===== config.mk =====
export PLATFORM = sky130hd
export DESIGN_NAME = spi_image_receiver
export DESIGN_NICKNAME = d
export VERILOG_FILES = /design/src/rtl/spi_image_receiver.sv
export SDC_FILE = /design/constraint.sdc
export NUM_CORES = 1
export LEC_CHECK = 0
export ABC_AREA = 1
export BUFFER_PORTS_ARGS = -buffer_cell sky130_fd_sc_hd__buf_4
export CORE_MARGIN = 2
export CORE_UTILIZATION = 60
export CTS_BUF_LIST = sky130_fd_sc_hd__clkbuf_2 sky130_fd_sc_hd__clkbuf_4 sky130_fd_sc_hd__clkbuf_8
export CTS_CLUSTER_DIAMETER = 80
export CTS_CLUSTER_SIZE = 12
export DETAILED_ROUTE_END_ITERATION = 10
export PLACE_DENSITY = 0.84
export SETUP_SLACK_MARGIN = 0.02
export SYNTH_ARGS = -nofsm -noshare
export SYNTH_HDL_FRONTEND = slang
export SYNTH_SLANG_ARGS = --single-unit
export TNS_END_PERCENT = 100

===== constraint.sdc =====
create_clock -name clk -period 1.8 [get_ports clk]
set_clock_uncertainty 0.15 [all_clocks]
set_input_delay 0.27 -clock clk [delete_from_list [all_inputs] [get_ports clk]]
set_output_delay 0.27 -clock clk [all_outputs]
set_load 0.01 [all_outputs]

===== src/rtl/spi_image_receiver.sv =====
// SPI image receiver: collects a framed image of 4-bit pixels over SPI,
// unpacks it into a pixel buffer, then returns the classifier result to the
// SPI master on a following 8-bit read.
module spi_image_receiver #(
  parameter int         NUM_BYTES = 72,
  parameter logic [7:0] START_CMD = 8'h00,
  parameter logic [7:0] END_CMD   = 8'hFF
) (
  input  logic       clk,
  input  logic       rst,
  input  logic       SCK,
  input  logic       SS,
  input  logic       MOSI,
  output logic       MISO,
  output logic [7:0] pixel_waddr,
  output logic [3:0] pixel_wdata,
  output logic       pixel_we,
  output logic       image_ready,
  input  logic [7:0] result,
  input  logic       result_valid,
  output logic       frame_err
);

  typedef enum logic [2:0] {
    IDLE        = 3'd0,
    RECV        = 3'd1,
    WAIT_END    = 3'd2,
    WAIT_RESULT = 3'd3,
    SEND        = 3'd4
  } state_t;

  // [0],[1] are the synchronizer flops, [2] is the history bit for edge detect
  logic [2:0] sck_sync_q, ss_sync_q;
  logic [1:0] mosi_sync_q;

  logic       sck_rise, ss_fall, ss_rise, ss_low;

  logic [2:0] bit_cnt_q;
  logic [7:0] shift_q;
  logic       byte_done_q;

  state_t     state_q, state_d;
  logic [6:0] byte_cnt_q, byte_cnt_d;
  logic [7:0] tx_q, tx_d;
  logic [7:0] txsh_q, txsh_d;
  logic       sent_q, sent_d;
  logic       hi_pend_q, hi_pend_d;
  logic [3:0] hi_nib_q, hi_nib_d;
  logic       we_q, we_d;
  logic [7:0] waddr_q, waddr_d;
  logic [3:0] wdata_q, wdata_d;
  logic       ready_q, ready_d;
  logic       err_q, err_d;

  assign sck_rise =  sck_sync_q[1] & ~sck_sync_q[2];
  assign ss_fall  = ~ss_sync_q[1]  &  ss_sync_q[2];
  assign ss_rise  =  ss_sync_q[1]  & ~ss_sync_q[2];
  assign ss_low   = ~ss_sync_q[1];

  // Bring the asynchronous SPI pins into the clk domain
  always_ff @(posedge clk) begin
    if (rst) begin
      sck_sync_q  <= 3'b000;
      ss_sync_q   <= 3'b111;
      mosi_sync_q <= 2'b11;
    end else begin
      sck_sync_q  <= {sck_sync_q[1:0], SCK};
      ss_sync_q   <= {ss_sync_q[1:0], SS};
      mosi_sync_q <= {mosi_sync_q[0], MOSI};
    end
  end

  // Byte deserializer: LSB first, a short byte is dropped when SS rises
  always_ff @(posedge clk) begin
    if (rst) begin
      bit_cnt_q   <= 3'd0;
      shift_q     <= 8'h00;
      byte_done_q <= 1'b0;
    end else begin
      byte_done_q <= sck_rise & ss_low & (bit_cnt_q == 3'd7);
      if (ss_rise) begin
        bit_cnt_q <= 3'd0;
        shift_q   <= 8'h00;
      end else if (sck_rise && ss_low) begin
        bit_cnt_q <= bit_cnt_q + 3'd1;
        shift_q   <= {mosi_sync_q[1], shift_q[7:1]};
      end
    end
  end

  // Protocol state and output registers
  always_ff @(posedge clk) begin
    if (rst) begin
      state_q    <= IDLE;
      byte_cnt_q <= 7'd0;
      tx_q       <= 8'h00;
      txsh_q     <= 8'h00;
      sent_q     <= 1'b0;
      hi_pend_q  <= 1'b0;
      hi_nib_q   <= 4'h0;
      we_q       <= 1'b0;
      waddr_q    <= 8'h00;
      wdata_q    <= 4'h0;
      ready_q    <= 1'b0;
      err_q      <= 1'b0;
    end else begin
      state_q    <= state_d;
      byte_cnt_q <= byte_cnt_d;
      tx_q       <= tx_d;
      txsh_q     <= txsh_d;
      sent_q     <= sent_d;
      hi_pend_q  <= hi_pend_d;
      hi_nib_q   <= hi_nib_d;
      we_q       <= we_d;
      waddr_q    <= waddr_d;
      wdata_q    <= wdata_d;
      ready_q    <= ready_d;
      err_q      <= err_d;
    end
  end

  // Frame FSM, pixel unpacking and result transmit path
  always_comb begin
    state_d    = state_q;
    byte_cnt_d = byte_cnt_q;
    tx_d       = tx_q;
    txsh_d     = txsh_q;
    sent_d     = sent_q;
    hi_pend_d  = 1'b0;
    hi_nib_d   = hi_nib_q;
    we_d       = 1'b0;
    waddr_d    = waddr_q;
    wdata_d    = wdata_q;
    ready_d    = 1'b0;
    err_d      = 1'b0;

    // second half of an unpack: high nibble goes to the odd address
    if (hi_pend_q) begin
      we_d    = 1'b1;
      waddr_d = waddr_q + 8'd1;
      wdata_d = hi_nib_q;
    end

    case (state_q)
      IDLE: begin
        if (byte_done_q && shift_q == START_CMD) begin
          state_d    = RECV;
          byte_cnt_d = 7'd0;
        end
      end
      RECV: begin
        if (byte_done_q) begin
          we_d      = 1'b1;
          waddr_d   = {byte_cnt_q, 1'b0};
          wdata_d   = shift_q[3:0];
          hi_pend_d = 1'b1;
          hi_nib_d  = shift_q[7:4];
          if (byte_cnt_q == 7'(NUM_BYTES - 1)) state_d = WAIT_END;
          else                                 byte_cnt_d = byte_cnt_q + 7'd1;
        end
      end
      WAIT_END: begin
        if (byte_done_q) begin
          if (shift_q == END_CMD) begin
            ready_d = 1'b1;
            state_d = WAIT_RESULT;
          end else begin
            err_d   = 1'b1;
            state_d = IDLE;
          end
        end
      end
      WAIT_RESULT: begin
        if (result_valid) begin
          tx_d    = result;
          txsh_d  = result;
          sent_d  = 1'b0;
          state_d = SEND;
        end
      end
      SEND: begin
        // each SS-low window restarts from tx[0]; only a full 8-bit window ends the read
        if (ss_fall) begin
          txsh_d = tx_q;
          sent_d = 1'b0;
        end else if (sck_rise && ss_low) begin
          txsh_d = {1'b1, txsh_q[7:1]};
        end
        if (byte_done_q) sent_d = 1'b1;
        if (ss_rise) begin
          sent_d = 1'b0;
          txsh_d = tx_q;
          if (sent_q) state_d = IDLE;
        end
      end
      default: state_d = IDLE;
    endcase
  end

  assign MISO        = (rst || state_q != SEND || ss_sync_q[1]) ? 1'b1 : txsh_q[0];
  assign pixel_we    = we_q;
  assign pixel_waddr = waddr_q;
  assign pixel_wdata = wdata_q;
  assign image_ready = ready_q;
  assign frame_err   = err_q;

endmodule

## Word-level counts from Yosys, hierarchy flattened

Cells that the tools add are included.

| storage, ports and cells | value |
|---|---|
| register bits after elaboration | 67 |
| input port bits | 14 |
| output and inout port bits | 16 |
| word-level logic and storage cells | 103 |

| cells by class | value |
|---|---|
| add/subtract/negate cells | 3 |
| eq/ne operators | 18 |
| mux-type cells | 36 |
| bitwise logic cells | 11 |
| reductions and logical operators | 17 |

Operators by type and width:

| kind | count |
|---|---|
| $mux W8 | 7 |
| $mux W3 | 7 |
| $mux W7 | 3 |
| $ne A2 B2 Y1 const B | 8 |
| $pmux W8 S2 | 1 |
| $pmux W3 S5 | 1 |
| $pmux W7 S2 | 1 |
| $mux W4 | 3 |
| $mux W1 | 11 |
| $add A8 B1 Y8 const B | 1 |
| $eq A8 B8 Y1 const B | 1 |
| $logic_not A8 Y1 | 1 |
| $ne A4 B4 Y1 const B | 2 |
| $add A7 B1 Y7 const B | 1 |
| $eq A7 B7 Y1 const B | 1 |
| $reduce_and A7 Y1 | 1 |
| $eq A3 B2 Y1 const B | 2 |
| $eq A3 B3 Y1 const B | 2 |
| $not A1 Y1 | 6 |
| $reduce_and A3 Y1 | 2 |
| $and A1 B1 Y1 | 5 |
| $reduce_and A2 Y1 | 2 |
| $reduce_and A4 Y1 | 1 |
| $reduce_bool A2 Y1 | 2 |
| 10 further kinds | 13 |

## Logic depth before layout (Yosys ltp)

| depth | value |
|---|---|
| depth in word-level cells | 7 |
| gate-level depth with buffers | 10 |
| depth with buffers taken out | 10 |

## Worst setup path before layout

OpenSTA, ideal clock, no wires.

| timing path | value |
|---|---|
| path kind | register to register |
| start point | register ss_sync_q[1] |
| end point | register txsh_q[5] |
| setup time | 119 ps |
| arrival | 1388 ps |
| required time | 1531 ps |
| setup slack | 143 ps |
| cell stages (with the launch flop) | 10 |
| path buffers | 1 |
| period minus slack after synthesis | 1657 ps |
| path through | dfxtp_1 -> inv_1 -> ha_1 -> nor2_1 -> buf_2 -> nand2_1 -> o211ai_1 -> nand2_1 -> o21ai_0 -> a21oi_1 |

| between the ends | value |
|---|---|
| longest elaborated chain between the ends | 5 |
| elaborated cells on any way between the ends | 9 |
| those cells by class | eq/ne: 1; mux: 3; bitwise: 3; reduce/logical: 2 |

Ends and longest elaborated chain:

| what | RTL line | text |
|---|---|---|
| from (decl) | 33 | `logic [2:0] sck_sync_q, ss_sync_q;` |
| from (signal assigned) | 68 | `ss_sync_q <= {ss_sync_q[1:0], SS};` |
| $not A1 Y1 | 56, 58 |  |
| $and A1 B1 Y1 | 56 | `assign ss_fall = ~ss_sync_q[1] & ss_sync_q[2];` |
| $mux W8 | 183 | `if (ss_fall) begin` |
| $mux W8 | 190 | `if (ss_rise) begin` |
| $pmux W8 S2 | 144 | `case (state_q)` |
| to (signal assigned) | 110 | `txsh_q <= txsh_d;` |
| to (decl) | 45 | `logic [7:0] txsh_q, txsh_d;` |

Several ways; a longest one is shown, not always the timed one.
A chain may end at the register's enable or synchronous reset.

## Worst setup path after layout

| timing path | value |
|---|---|
| start point | register state_q[0] |
| end point | output MISO |

| between the ends | value |
|---|---|
| longest elaborated chain between the ends | 4 |

Ends and longest elaborated chain:

| what | RTL line | text |
|---|---|---|
| from (decl) | 42 | `state_t state_q, state_d;` |
| from (signal assigned) | 107 | `state_q <= state_d;` |
| $ne A3 B3 Y1 | 200 | `assign MISO = (rst \|\| state_q != SEND \|\| ss_sync_q[1]) ? 1'b1 : txsh_q[0];` |
| $logic_or A1 B1 Y1 (2 in a row) | 200 |  |
| $mux W1 | 200 |  |
| to (decl) | 14 | `output logic MISO,` |

No other way between the ends.

==> qor.csv <==
metric;value;unit
die_h;75.9;um
synth_xor_xnor_area_share;0.282;%
first_pass_iters;5;
worst_pin_slew;0.436;ns
ys.flop_type;dfxtp_1;
ctsLongestPathBuffers;2;
startpoint_type;register;
switchingPower;911;uW
pwr-share-seq;47.9;%
r2r_cells;9;
grt_pass1_wl;11000;um
avgSynthCellArea;7.44;sq um
cap_violations;0;
syn_to_final_growth;20.2;%
wl_per_cell;12.6;um
power.density;872;nW/um^2
fin_ws;0.0853;ns
die-width;75.9;um
synth_compound_gate_area_share;18.1;%
outcome;finished clean;
fin_tns_setup;0;ns
finalInstanceArea;3730;sq um
swShare;28.0;%
max-slew-margin-rel;70.8;%
yosys.area_share.adder;2.42;%
synth_nets;437;
crit_family;flip-flops;
initial_core_util;61.5;%
htreeDepth;3;
cts_root_buf;clkbuf_8;
endpoint_kind;output pin;
core;5040;sq um
rows;26;
worst-path-max-fanout;5;
ys_warn_count;0;
via_per_inst;5.39;
path_class;reg -> out;
post-synth-top-area-cell;dfxtp_1;
drtAntennaViolNets;0;
syn_inst;417;
ir_drop;0.608;mV
critPathBufInv;3;
track_usage;23.0;%
ys_ff_latch;67;
drv_slew;0;
place_ws;-0.0336;ns
max_freq;0.583;GHz
intPower;2340;uW
synth.area.mux_share;1.29;%
clkTransAtPathRegs;0.07;ns
slowest_delay;0.37;ns
vias;2911;
design.final.nets;485;
wl;6830;um
fin_crit;1.71;ns
synth_top_cell_area_share;43.2;%
cts_tree;done;
post_dp_cell_area;3420;sq um
cts_made_buffers;9;
min_path_cells;3;
layout-drive-gt1-share;21.3;%
fin_crit_sh;95.3;%
grt_max_degree;22;
path_cells;inv_4 -> nand2_4 -> nor2_8 -> buf_6 -> nand4_1 -> buf_4;
gp_congestion;0.828;
die_area;5760;sq um
leakage;0.00165;uW
yosys-top-cells-area;dfxtp_1 (43%), nand2_1 (8.6%), o21ai_0 (8.1%);
p_comb_share;16.8;%
first_iter_violations;226;
slowest_stage;dfxtp_4;
setup_viol;0;
cp.required;1.38;ns
antenna_found_initial;0;
clk_latency;0.34;ns
final-hold-violation-count;0;
holdWs;0.00995;ns
diodes;0;
hold_path_class;in -> reg;
synthSimpleGateAreaFrac;25.3;%
dp_hpwl;4470;um
totalPowerFinal;3250;uW
syn_area;3100;sq um
p_clk_share;35.4;%
yosysMostFrequentCell;nand2_1;
portBuffers;29;
synth-seq-area-share;43.2;%
io_pins;30;
cp.depth;6;
rsz0062_at_grt;false;
synthArstFlopShare;0;%
crit_arrival;1.29;ns
route.detailed.drc;0;
synth_edf_count;0;
synth_top_family_by_area;simple AND/OR/NAND/NOR gates;
grt_overflow_total;0;
yosysUniqueCellTypes;35;
numClockSinks;67;
synth_common_cells;nand2_1 (71), dfxtp_1 (67), nor2_1 (50), o21ai_0 (50), inv_1 (49);
grt_pass1_vias;2595;
## metrics by stage
| stage | instances | util [%] |
|---|---|---|
| after global placement | 515 | 67.8 |
| after floorplan | 417 | - |
| after detailed placement | 515 | 67.8 |
| after global routing | 540 | 73.9 |
| final | 540 | 73.9 |
| after CTS | 538 | 72.8 |
## final cells by class
type / instances / area (sq um)
sequential: 67 / 1350
multi-input combinational: 283 / 1500
clock buffer: 14 / 174
timing repair buffer: 51 / 398
tap: 70 / 87.6
fill: 371 / 1320
inverter: 53 / 208
clock inverter: 2 / 10.0
## worst reg2reg max path, cell delays in order, from the launching register on
cell	delay, ns
dfxtp_4	0.39
inv_4	0.05
buf_4	0.15
nor3_4	0.20
nand2_2	0.16
inv_2	0.17
nand2_2	0.13
inv_1	0.10
nand2_1	0.05
o31ai_1	0.06
## logic make-up after synthesis
logic type      Yosys count
flops                    67
simple gates            169
buf+inv                  67
xor+xnor                  1
fa+ha+maj                 6
mux                       4
compound gates          103
## sequential cells by signal, indices dropped and copies added (netlist names), 4 cells and up
register	flops
txsh_q	8
pixel_waddr	8
hi_nib_q	4
tx_q	8
byte_cnt_q	7
pixel_wdata	4
shift_q	8
## power groups by stage
stage / registers (uW) / logic (uW) / clock network, uW
2_1_floorplan: 1580 / 340 / 0
4_1_cts: 1550 / 495 / 1160
3_3_place_gp: 1580 / 453 / 0
3_5_place_dp: 1580 / 462 / 0
6_report: 1550 / 545 / 1150
5_1_grt: 1560 / 593 / 1220
## worst paths after layout
check,slack [ns],start,end
hold / removal,0.01,result[5],tx_q[5]
setup reg to reg,0.12,state_q[0],pixel_waddr[2]
setup / recovery,0.09,state_q[0],MISO
hold reg to reg,0.25,sck_sync_q[0],sck_sync_q[1]
## per-layer routing
layer	vias to the layer above	part of all wire, %	global-route usage, %
met3	22	5.2	4.40
met2	99	48	38.8
met1	1320	44	28.8
li1	1470	-	-
met4	0	2.5	10.0
met5	-	0	0
## cell usage in the layout, fill, tap and decap left out, types with 2 or more instances in the layout
cell           Yosys  routed
a21oi_1           34      34
a21oi_2            2       2
buf_4              4      46
buf_6              2       2
clkbuf_4           0       3
clkbuf_8           0      11
clkinv_2           0       2
dfxtp_1           67      63
dfxtp_2            0       2
dfxtp_4            0       2
dlygate4sd3_1      0       3
ha_1               6       5
inv_1             49      48
inv_2              2       2
inv_4              1       2
mux2i_1            4       4
nand2_1           71      70
nand2_2            4       5
nand3_1           11      11
nand3_2            3       2
nand4_1           12      12
nor2_1            50      49
nor2_2             1       2
nor3_1             6       5
o211ai_1           7       7
o21ai_0           50      49
o21ai_2            3       2
o22ai_1            5       5
or2_2              5       5
## timing repair
| item | 4_1_cts | 5_1_grt |
|---|---|---|
| hold buffers | 3 | 0 |
| buffers inserted | 4 | 2 |
| setup endpoints to repair | 7 | 31 |
| hold endpoints to repair | 3 | 0 |
| resized for setup | 5 | 13 |
| pin swaps | 0 | 2 |
(Power assumes the default switching activity.)
